==> config.mk <==
export PLATFORM = sky130hd
export DESIGN_NAME = branch_resolve_unit
export DESIGN_NICKNAME = d
export VERILOG_FILES = /design/src/rtl/riscy_pkg.sv /design/src/rtl/bht.sv /design/src/rtl/branch_resolve_unit.sv
export SDC_FILE = /design/constraint.sdc
export NUM_CORES = 1
export LEC_CHECK = 0
export ABC_CLOCK_PERIOD_IN_PS = 4590
export BUFFER_PORTS_ARGS = -buffer_cell sky130_fd_sc_hd__buf_2
export CORE_MARGIN = 1
export CORE_UTILIZATION = 55
export DETAILED_ROUTE_END_ITERATION = 10
export PLACE_DENSITY_LB_ADDON = 0.15
export SYNTH_ARGS = -nofsm -noshare
export SYNTH_HDL_FRONTEND = slang
export SYNTH_SLANG_ARGS = --single-unit
==> constraint.sdc <==
create_clock -name clk -period 4.59 [get_ports clk]
set_clock_uncertainty 0.05 [all_clocks]
set_input_delay 0.2295 -clock clk [delete_from_list [all_inputs] [get_ports clk]]
set_output_delay 0.2295 -clock clk [all_outputs]
set_load 0.05 [all_outputs]
==> src/rtl/riscy_pkg.sv <==
// Shared control-flow types for the execute-stage branch resolver and its
// branch history table.
package riscy_pkg;

  typedef enum logic [1:0] {
    BR_NONE = 2'd0,
    BR_COND = 2'd1,
    BR_JAL  = 2'd2,
    BR_JALR = 2'd3
  } br_op_e;

  localparam logic [2:0] F3_BEQ  = 3'd0;
  localparam logic [2:0] F3_BNE  = 3'd1;
  localparam logic [2:0] F3_BLT  = 3'd4;
  localparam logic [2:0] F3_BGE  = 3'd5;
  localparam logic [2:0] F3_BLTU = 3'd6;
  localparam logic [2:0] F3_BGEU = 3'd7;

  typedef logic [1:0] bht_ctr_t;
  localparam bht_ctr_t BHT_INIT = 2'b01;

  // Saturating 2-bit counter step; the MSB of the counter is the prediction.
  function automatic bht_ctr_t bht_next(bht_ctr_t c, logic tkn);
    bht_ctr_t n;
    n = c;
    if (tkn) begin
      if (c != 2'b11) n = c + 2'b01;
    end else begin
      if (c != 2'b00) n = c - 2'b01;
    end
    return n;
  endfunction

endpackage

==> src/rtl/bht.sv <==
// Branch history table: array of 2-bit saturating counters with one
// combinational read port and one synchronous update port.
module bht
  import riscy_pkg::*;
#(
  parameter int ENTRIES = 16,
  parameter int IDX_W   = $clog2(ENTRIES)
) (
  input  logic             clk,
  input  logic             rst,
  input  logic [IDX_W-1:0] rd_idx,
  output logic             rd_tkn,
  input  logic             upd_en,
  input  logic [IDX_W-1:0] upd_idx,
  input  logic             upd_tkn
);

  bht_ctr_t ctr [ENTRIES];

  // No read bypass: a same-cycle update is only visible on the next read.
  assign rd_tkn = ctr[rd_idx][1];

  always_ff @(posedge clk) begin
    if (rst) begin
      for (int i = 0; i < ENTRIES; i++) begin
        ctr[i] <= BHT_INIT;
      end
    end else if (upd_en) begin
      ctr[upd_idx] <= bht_next(ctr[upd_idx], upd_tkn);
    end
  end

endmodule

==> src/rtl/branch_resolve_unit.sv <==
// Execute-stage resolver for RV32I branches and jumps: condition, target,
// link, mispredict and redirect, held in one valid/ready result stage.
module branch_resolve_unit
  import riscy_pkg::*;
#(
  parameter int XLEN        = 32,
  parameter int BHT_ENTRIES = 16
) (
  input  logic            clk,
  input  logic            rst,
  input  logic            flush,
  input  logic            in_valid,
  output logic            in_ready,
  input  br_op_e          in_op,
  input  logic [2:0]      in_funct3,
  input  logic [XLEN-1:0] in_pc,
  input  logic [XLEN-1:0] in_rs1,
  input  logic [XLEN-1:0] in_rs2,
  input  logic [XLEN-1:0] in_imm,
  input  logic            in_pred_tkn,
  input  logic [XLEN-1:0] in_pred_tgt,
  output logic            out_valid,
  input  logic            out_ready,
  output logic            out_taken,
  output logic [XLEN-1:0] out_target,
  output logic [XLEN-1:0] out_link,
  output logic [XLEN-1:0] out_redirect,
  output logic            out_mispred,
  output logic            out_illegal,
  output logic            out_misalign,
  input  logic [XLEN-1:0] bht_rd_pc,
  output logic            bht_rd_tkn
);

  localparam int IDX_W = $clog2(BHT_ENTRIES);

  logic [XLEN-1:0]  sum_pc_imm;
  logic [XLEN-1:0]  sum_rs1_imm;
  logic [XLEN-1:0]  c_link;
  logic [XLEN-1:0]  c_target;
  logic [XLEN-1:0]  c_redirect;
  logic             c_cond_tkn;
  logic             c_cond_illegal;
  logic             c_taken;
  logic             c_illegal;
  logic             c_mispred;
  logic             c_misalign;
  logic             c_trains;
  logic             load;
  logic [IDX_W-1:0] r_idx;
  logic             r_trains;
  logic             bht_upd_en;
  logic             unused_rd_pc_bits;

  assign in_ready = !out_valid || out_ready;
  // Only real ops occupy the result stage; an accepted bubble just drains it.
  assign load     = in_valid && in_ready && !flush && (in_op != BR_NONE);

  assign sum_pc_imm  = in_pc + in_imm;
  assign sum_rs1_imm = in_rs1 + in_imm;
  assign c_link      = in_pc + {{(XLEN-3){1'b0}}, 3'd4};

  always_comb begin
    c_cond_tkn     = 1'b0;
    c_cond_illegal = 1'b0;
    case (in_funct3)
      F3_BEQ:  c_cond_tkn = (in_rs1 == in_rs2);
      F3_BNE:  c_cond_tkn = (in_rs1 != in_rs2);
      F3_BLT:  c_cond_tkn = ($signed(in_rs1) <  $signed(in_rs2));
      F3_BGE:  c_cond_tkn = ($signed(in_rs1) >= $signed(in_rs2));
      F3_BLTU: c_cond_tkn = (in_rs1 <  in_rs2);
      F3_BGEU: c_cond_tkn = (in_rs1 >= in_rs2);
      default: c_cond_illegal = 1'b1;
    endcase
  end

  // Illegal conditional encodings resolve as not-taken and never redirect fetch.
  always_comb begin
    c_taken   = 1'b0;
    c_illegal = 1'b0;
    c_target  = sum_pc_imm;
    c_mispred = 1'b0;
    c_trains  = 1'b0;
    case (in_op)
      BR_COND: begin
        c_illegal = c_cond_illegal;
        c_taken   = c_cond_tkn && !c_cond_illegal;
        c_trains  = !c_cond_illegal;
        c_mispred = !c_cond_illegal &&
                    ((c_taken != in_pred_tkn) ||
                     (c_taken && in_pred_tkn && (in_pred_tgt != c_target)));
      end
      BR_JAL: begin
        c_taken   = 1'b1;
        c_mispred = !in_pred_tkn || (in_pred_tgt != c_target);
      end
      BR_JALR: begin
        c_taken   = 1'b1;
        c_target  = sum_rs1_imm & {{(XLEN-1){1'b1}}, 1'b0};
        c_mispred = !in_pred_tkn || (in_pred_tgt != c_target);
      end
      default: ;
    endcase
  end

  assign c_redirect = c_taken ? c_target : c_link;
  assign c_misalign = c_taken && c_target[1];

  always_ff @(posedge clk) begin
    if (rst) begin
      out_valid    <= 1'b0;
      out_taken    <= 1'b0;
      out_target   <= '0;
      out_link     <= '0;
      out_redirect <= '0;
      out_mispred  <= 1'b0;
      out_illegal  <= 1'b0;
      out_misalign <= 1'b0;
      r_idx        <= '0;
      r_trains     <= 1'b0;
    end else if (flush) begin
      out_valid <= 1'b0;
    end else if (in_ready) begin
      out_valid <= load;
      if (load) begin
        out_taken    <= c_taken;
        out_target   <= c_target;
        out_link     <= c_link;
        out_redirect <= c_redirect;
        out_mispred  <= c_mispred;
        out_illegal  <= c_illegal;
        out_misalign <= c_misalign;
        r_idx        <= in_pc[IDX_W+1:2];
        r_trains     <= c_trains;
      end
    end
  end

  // Train only when a legal conditional result actually leaves the stage.
  assign bht_upd_en = out_valid && out_ready && !flush && r_trains;

  assign unused_rd_pc_bits = ^{bht_rd_pc[XLEN-1:IDX_W+2], bht_rd_pc[1:0]};

  bht #(
    .ENTRIES (BHT_ENTRIES),
    .IDX_W   (IDX_W)
  ) u_bht (
    .clk     (clk),
    .rst     (rst),
    .rd_idx  (bht_rd_pc[IDX_W+1:2]),
    .rd_tkn  (bht_rd_tkn),
    .upd_en  (bht_upd_en),
    .upd_idx (r_idx),
    .upd_tkn (out_taken)
  );

endmodule

## Word-level counts from Yosys, hierarchy flattened

Memories as Yosys holds them, arrays and structs flattened. A register that Yosys moved wholly into a read port is not among the register bits.
Index checks and enable logic that the tools add are counted.

| word-level totals | value |
|---|---|
| bits in registers | 106 |
| RAM bits | 32 |
| input port bits | 203 |
| output and inout bits | 103 |
| word-level logic and storage cells | 84 |
| memories | 1 |

Memories:

| name | depth | bits a word | read ports | clocked after memory_dff | write ports | line | source |
|---|---|---|---|---|---|---|---|
| u_bht.ctr | 16 | 2 | 2 | 1 | 16 | bht.sv:18 | `bht_ctr_t ctr [ENTRIES];` |

| cells by class | value |
|---|---|
| $add $sub $neg | 5 |
| order comparisons | 4 |
| eq/ne operators | 14 |
| mux-type cells | 23 |
| bitwise operators | 1 |
| reductions and logical operators | 26 |

Operators with widths:

| kind | count |
|---|---|
| inequality test 32 bit | 3 |
| adder 32 bit | 2 |
| >= comparator 32 bit | 2 |
| less-than comparator 32 bit | 2 |
| 2-to-1 mux 32 bit | 2 |
| adder 32 x 3 -> 32 bit (second input constant) | 1 |
| == test 32 bit | 1 |
| == test 3 bit (second input constant) | 4 |
| 2-to-1 mux 2 bit | 6 |
| 2-to-1 mux 4 bit | 3 |
| logical AND 1 bit | 11 |
| 2-to-1 mux 1 bit | 9 |
| one-hot mux 1 bit (6 select lines) | 1 |
| OR reduction 2 bit | 3 |
| OR reduction 6 bit | 1 |
| == test 2 bit (second input constant) | 2 |
| logical OR 1 bit | 4 |
| nonzero test 2 bit | 2 |
| == test 3 x 1 -> 1 bit (second input constant) | 1 |
| zero test 1 bit | 3 |
| zero test 3 bit | 1 |
| one-hot mux 1 bit (3 select lines) | 1 |
| AND reduction 3 bit | 1 |
| adder 2 x 1 -> 2 bit (second input constant) | 1 |
| other kinds (6) | 6 |

## Depth between registers and ports, before layout

| depth | value |
|---|---|
| depth in word-level cells | 8 |
| gate-level depth with buffers | 17 |
| mapped depth without buffers | 17 |

## Modules after synthesis

A second synthesis with hierarchy kept.

| unflattened totals | value |
|---|---|
| cells, all modules | 1595 |
| area total of the unflattened synthesis | 12908.6 um2 |

Modules (own cells, without submodules):

| module | instances | cells each | area an instance (um2) | seq. area each (um2) |
|---|---|---|---|---|
| branch_resolve_unit | 1 | 1448 | 11085.6 | 2122.0 |
| bht | 1 | 147 | 1823.0 | 960.9 |

## Least setup slack after synthesis

No wires, ideal clock.

| timing | value |
|---|---|
| path type | input-to-reg |
| from | input in_rs2[5] |
| to | register out_mispred |
| library setup time | 133 ps |
| arrival | 3086 ps |
| required time | 4407 ps |
| setup slack | 1321 ps |
| stages | 17 |
| buffers on the path | 0 |
| cells stage by stage | inv_1 > ha_1 > a21o_1 > a21o_1 > a221o_1 > a221o_1 > o21ai_1 > nand2_1 > mux2i_1 > nor2_1 > ha_1 > nor2_1 > nor4_1 > a32oi_1 > nand3_1 > nor4b_1 > o32ai_1 |

| between the ends | value |
|---|---|
| word-level cells in the longest chain between the ends | 8 |
| elaborated cells on any way between the ends | 14 |
| classes of those cells | order compare (4); eq/ne (3); mux (2); reduce/logical (5) |

Ends and longest elaborated chain:

| what | line | source |
|---|---|---|
| from (decl) | branch_resolve_unit.sv:18 | `input logic [XLEN-1:0] in_rs2,` |
| >= comparator 32 bit (tied with other cells) | branch_resolve_unit.sv:72 | `F3_BGEU: c_cond_tkn = (in_rs1 >= in_rs2);` |
| one-hot mux 1 bit (6 select lines) * | branch_resolve_unit.sv:66 | `case (in_funct3)` |
| logical AND 1 bit * | branch_resolve_unit.sv:87 | `c_taken = c_cond_tkn && !c_cond_illegal;` |
| logical AND 1 bit (2 in a row) | branch_resolve_unit.sv:91 | `(c_taken && in_pred_tkn && (in_pred_tgt != c_target)));` |
| logical OR 1 bit * | branch_resolve_unit.sv:90 | `((c_taken != in_pred_tkn) \|\|` |
| logical AND 1 bit * | branch_resolve_unit.sv:89 | `c_mispred = !c_cond_illegal &&` |
| one-hot mux 1 bit (3 select lines) * | branch_resolve_unit.sv:84 | `case (in_op)` |
| to (signal assigned) | branch_resolve_unit.sv:130 | `out_mispred <= c_mispred;` |
| to (decl) | branch_resolve_unit.sv:28 | `output logic out_mispred,` |

Every way passes the cells marked *; elsewhere a longest branch is shown, timed or not.
A chain may end at the register's enable or synchronous reset.

## Worst setup path in the final report

| timing | value |
|---|---|
| from | input in_rs1[5] |
| to | register out_mispred |

| between the ends | value |
|---|---|
| word-level cells in the longest chain between the ends | 8 |
| elaborated cells on any way between the ends | 17 |
| classes of those cells | add/sub (1); order compare (4); eq/ne (4); mux (2); reduce/logical (6) |

Ends and longest elaborated chain:

| what | line | source |
|---|---|---|
| from (decl) | branch_resolve_unit.sv:17 | `input logic [XLEN-1:0] in_rs1,` |
| >= comparator 32 bit (tied with other cells) | branch_resolve_unit.sv:72 |  |
| one-hot mux 1 bit (6 select lines) | branch_resolve_unit.sv:66 |  |
| logical AND 1 bit | branch_resolve_unit.sv:87 |  |
| logical AND 1 bit (2 in a row) | branch_resolve_unit.sv:91 |  |
| logical OR 1 bit | branch_resolve_unit.sv:90 |  |
| logical AND 1 bit | branch_resolve_unit.sv:89 |  |
| one-hot mux 1 bit (3 select lines) * | branch_resolve_unit.sv:84 |  |

Marks and branches as above.

==> metrics.yaml <==
run_status:
  outcome: "finished, final reports clean"
floorplanning:
  die_w_um: 154
  start_util: 0.563
  io_pins: 306
  core_area_sq_um: 22700
  die_h_um: 154
  core.rowCount: 55
  die_area_sq_um: 23800
setup_path:
  path_class: "input pin to flip-flop"
  path_max_fanout: 3
  cp_cell_sequence: "buf_2 > ha_1 > a21o_1 > a21o_1 > a221o_1 > a221o_1 > o21ai_1 > nand2_1 > o221ai_1 > nor2_1 > ha_1 > nor2_1 > nor4_1 > a32oi_1 > nand3_1 > nor4b_1 > o32ai_1"
  critical_path.max_stage_delay_ns: 0.52
  cp.required_ns: 4.81
  worst_path_max_delay_cell: "nor4b_1"
  cp-start-kind: "input pin"
  crit_path_end_kind: "flip-flop"
  critPathTopFamily: "compound AO/OA/AOI/OAI gates"
  cp.arrival_ns: 4.19
  critPathBufInv: 1
clock_tree:
  root_buffer: "clkbuf_16"
  cts.repair.resized: 0
  cts_buffers: 17
  cts-hold-fix-buffers: 0
  cts_max_level: 4
  clockBufferDepth: 2
  cts_tree: "done"
  clk_latency_ns: 0.42
  post_cts.repair.setup_buffers: 0
  cts.sinks: 142
  clk_pin_slew_ns: 0.07
timing:
  fin_tns_setup_ns: 0
  slew_violations: 0
  slew_headroom: 0.363
  finalSetupViolCount: 0
  fmax_mhz: 252
  layout_setup_ws_ns: 0.623
  period_needed_ns: 3.97
  tightest_slew_ns: 0.953
  period_share: 0.864
  finalHoldViolations: 0
  rsz0062_at_grt: "false"
route:
  vias_per_cell: 6.31
  drtPass1Iterations: 5
  wirelength_um: 43400
  drc_errors: 0
  drtAntennaViolNets: 0
  vias: 13100
  dr.first_iter.drc_count: 1040
  wire_per_inst_um: 20.9
pwr:
  power_mw: 4.57
  powerDensity_nw_per_um2: 307
  ir_worst_vdd_mv: 0.244
  p_leak_nw: 6.40
placed_design:
  pre_cts_ws_ns: 0.244
  io_buffers: 277
  hpwl_um: 34500
  placed_cell_area_sq_um: 14300
  place.gp.congestion: 1.00
yosys:
  yosysWarnings: 0
  synthCells: 1554
  synth_ff_type: "dfxtp_1"
  synth_fp_nets: 1854
  postSynthAreaPerCell_sq_um: 8.22
  async_flop_share: 0
  yosysUniqueCellTypes: 92
  yosysSeqAreaShare: 0.248
  synth.cell_area_sq_um: 12800
  synth-edff-count: 32
  ys_seq_elements: 142
final_layout:
  layout-drive-gt1-share: 0.211
  fin_nets: 2072
  seq_area_sq_um: 3160
  finish.instance_area_sq_um: 14900
  syn_to_final_growth_pct: 16.5
  multiInputGateArea_sq_um: 9020
  nFillCells: 2014
worst_hold_path:
  hold_class: "input pin to flip-flop"
grt:
  grt_max_degree: 102
  grt.total_usage: 0.359
  antenna_found_initial: 3
  grt_pass1_vias: 12100
  overflow: 0
  grt_pass1_wl_um: 66200
run:
  max_cap_viol_count: 0
-- layout by cell type (no fill, tap or decap), types with 27 or more instances in the layout --
cell and instances:
nand3_1 38, a211oi_1 60, nand2_1 112, a21oi_1 107
xnor2_1 74, xor2_1 49, dfxtp_1 110, o21ai_0 41
nor3_1 47, ha_1 95, nand4_1 37, buf_2 276
inv_1 71, edfxtp_1 32, nand3b_1 28, nor2_1 174
a21o_1 27
-- stage by stage --
step | utilization | instances | hold slack (ns)
after floorplan | - | 1554 | 0.316
after global placement | 0.630 | 2038 | 0.390
after detailed placement | 0.630 | 2038 | 0.396
after CTS | 0.656 | 2070 | 0.0503
after global routing | 0.656 | 2072 | 0.0690
final | 0.656 | 2072 | 0.0591
-- tightest hold or removal path: cells and delay by family --
| family | cells | cell delay (ns) |
|---|---|---|
| and+or+nand+nor | 1 | 0.07 |
| buffers and inverters | 1 | 0.14 |
| AOI/OAI and AO/OA | 1 | 0.05 |
-- worst paths after layout --
| check | from | end | slack [ns] | cells past startpoint |
|---|---|---|---|---|
| worst min register to register | out_link[3]$_SDFFE_PP0P_ | out_link[3]$_SDFFE_PP0P_ | 0.40 | 2 |
| worst max-delay path | in_rs1[5] | out_mispred$_SDFFE_PP0P_ | 0.62 | 17 |
| worst max register to register | out_valid$_SDFFE_PP0N_ | out_mispred$_SDFFE_PP0P_ | 1.54 | 10 |
| worst min-delay path | in_pc[1] | out_link[1]$_SDFFE_PP0P_ | 0.06 | 3 |
-- state kept, by name, indices dropped and copies added (netlist names), named ones only --
| name | cells |
|---|---|
| out_redirect | 32 |
| out_mispred | 1 |
| out_taken | 1 |
| out_valid | 1 |
| out_illegal | 1 |
| out_misalign | 1 |
| r_trains | 1 |
| u_bht.ctr | 32 |
| out_target | 32 |
| out_link | 32 |
| r_idx | 4 |
-- where the power goes --
| part | switching (mW) | internal, mW |
|---|---|---|
| clock network | 0.625 | 0.776 |
| logic | 1.13 | 0.645 |
| registers | 0.0458 | 1.34 |
| total | 1.80 | 2.76 |
-- per-layer routing --
| metal | track usage | part of all wire | vias up |
|---|---|---|---|
| met4 | 0.151 | 0.036 | 2 |
| met5 | 0 | 0.00025 | - |
| li1 | - | - | 6223 |
| met1 | 0.487 | 0.43 | 6079 |
| met2 | 0.561 | 0.44 | 678 |
| met3 | 0.0658 | 0.094 | 87 |
-- cell usage after synthesis (14+ instances only) --
cell type | count | area (sq um)
nor2_1 | 174 | 653
nand2_1 | 112 | 420
dfxtp_1 | 110 | 2200
a21oi_1 | 107 | 536
ha_1 | 95 | 1190
xnor2_1 | 74 | 648
clkbuf_1 | 72 | 270
inv_1 | 71 | 267
a211oi_1 | 60 | 450
xor2_1 | 49 | 429
nor3_1 | 47 | 235
o21ai_0 | 41 | 205
nand3_1 | 38 | 190
nand4_1 | 37 | 231
edfxtp_1 | 32 | 961
nand3b_1 | 28 | 210
a21o_1 | 27 | 203
or3_1 | 26 | 163
o311ai_1 | 25 | 219
nand2b_1 | 21 | 131
and3_1 | 16 | 100
or2_2 | 16 | 100
mux4_2 | 14 | 315
nor4_1 | 14 | 87.6
-- layout make-up --
cell class	instances	area share
Multi-Input combinational cell	1249	0.606
Timing Repair Buffer	291	0.100
Clock inverter	15	0.0110
Tap cell	285	0.0239
Antenna cell	2	0.000336
Sequential cell	142	0.212
Inverter	71	0.0179
Clock buffer	17	0.0286
-- logic make-up after synthesis --
family                     synth area share
buffers and inverters                0.0496
AOI/OAI and AO/OA                     0.216
muxes                                0.0330
adders and majority gates            0.0977
xor gates and xnor gates              0.124
and+or+nand+nor                       0.232
DFF                                   0.248
No activity file was read; power rests on OpenSTA's default activity.
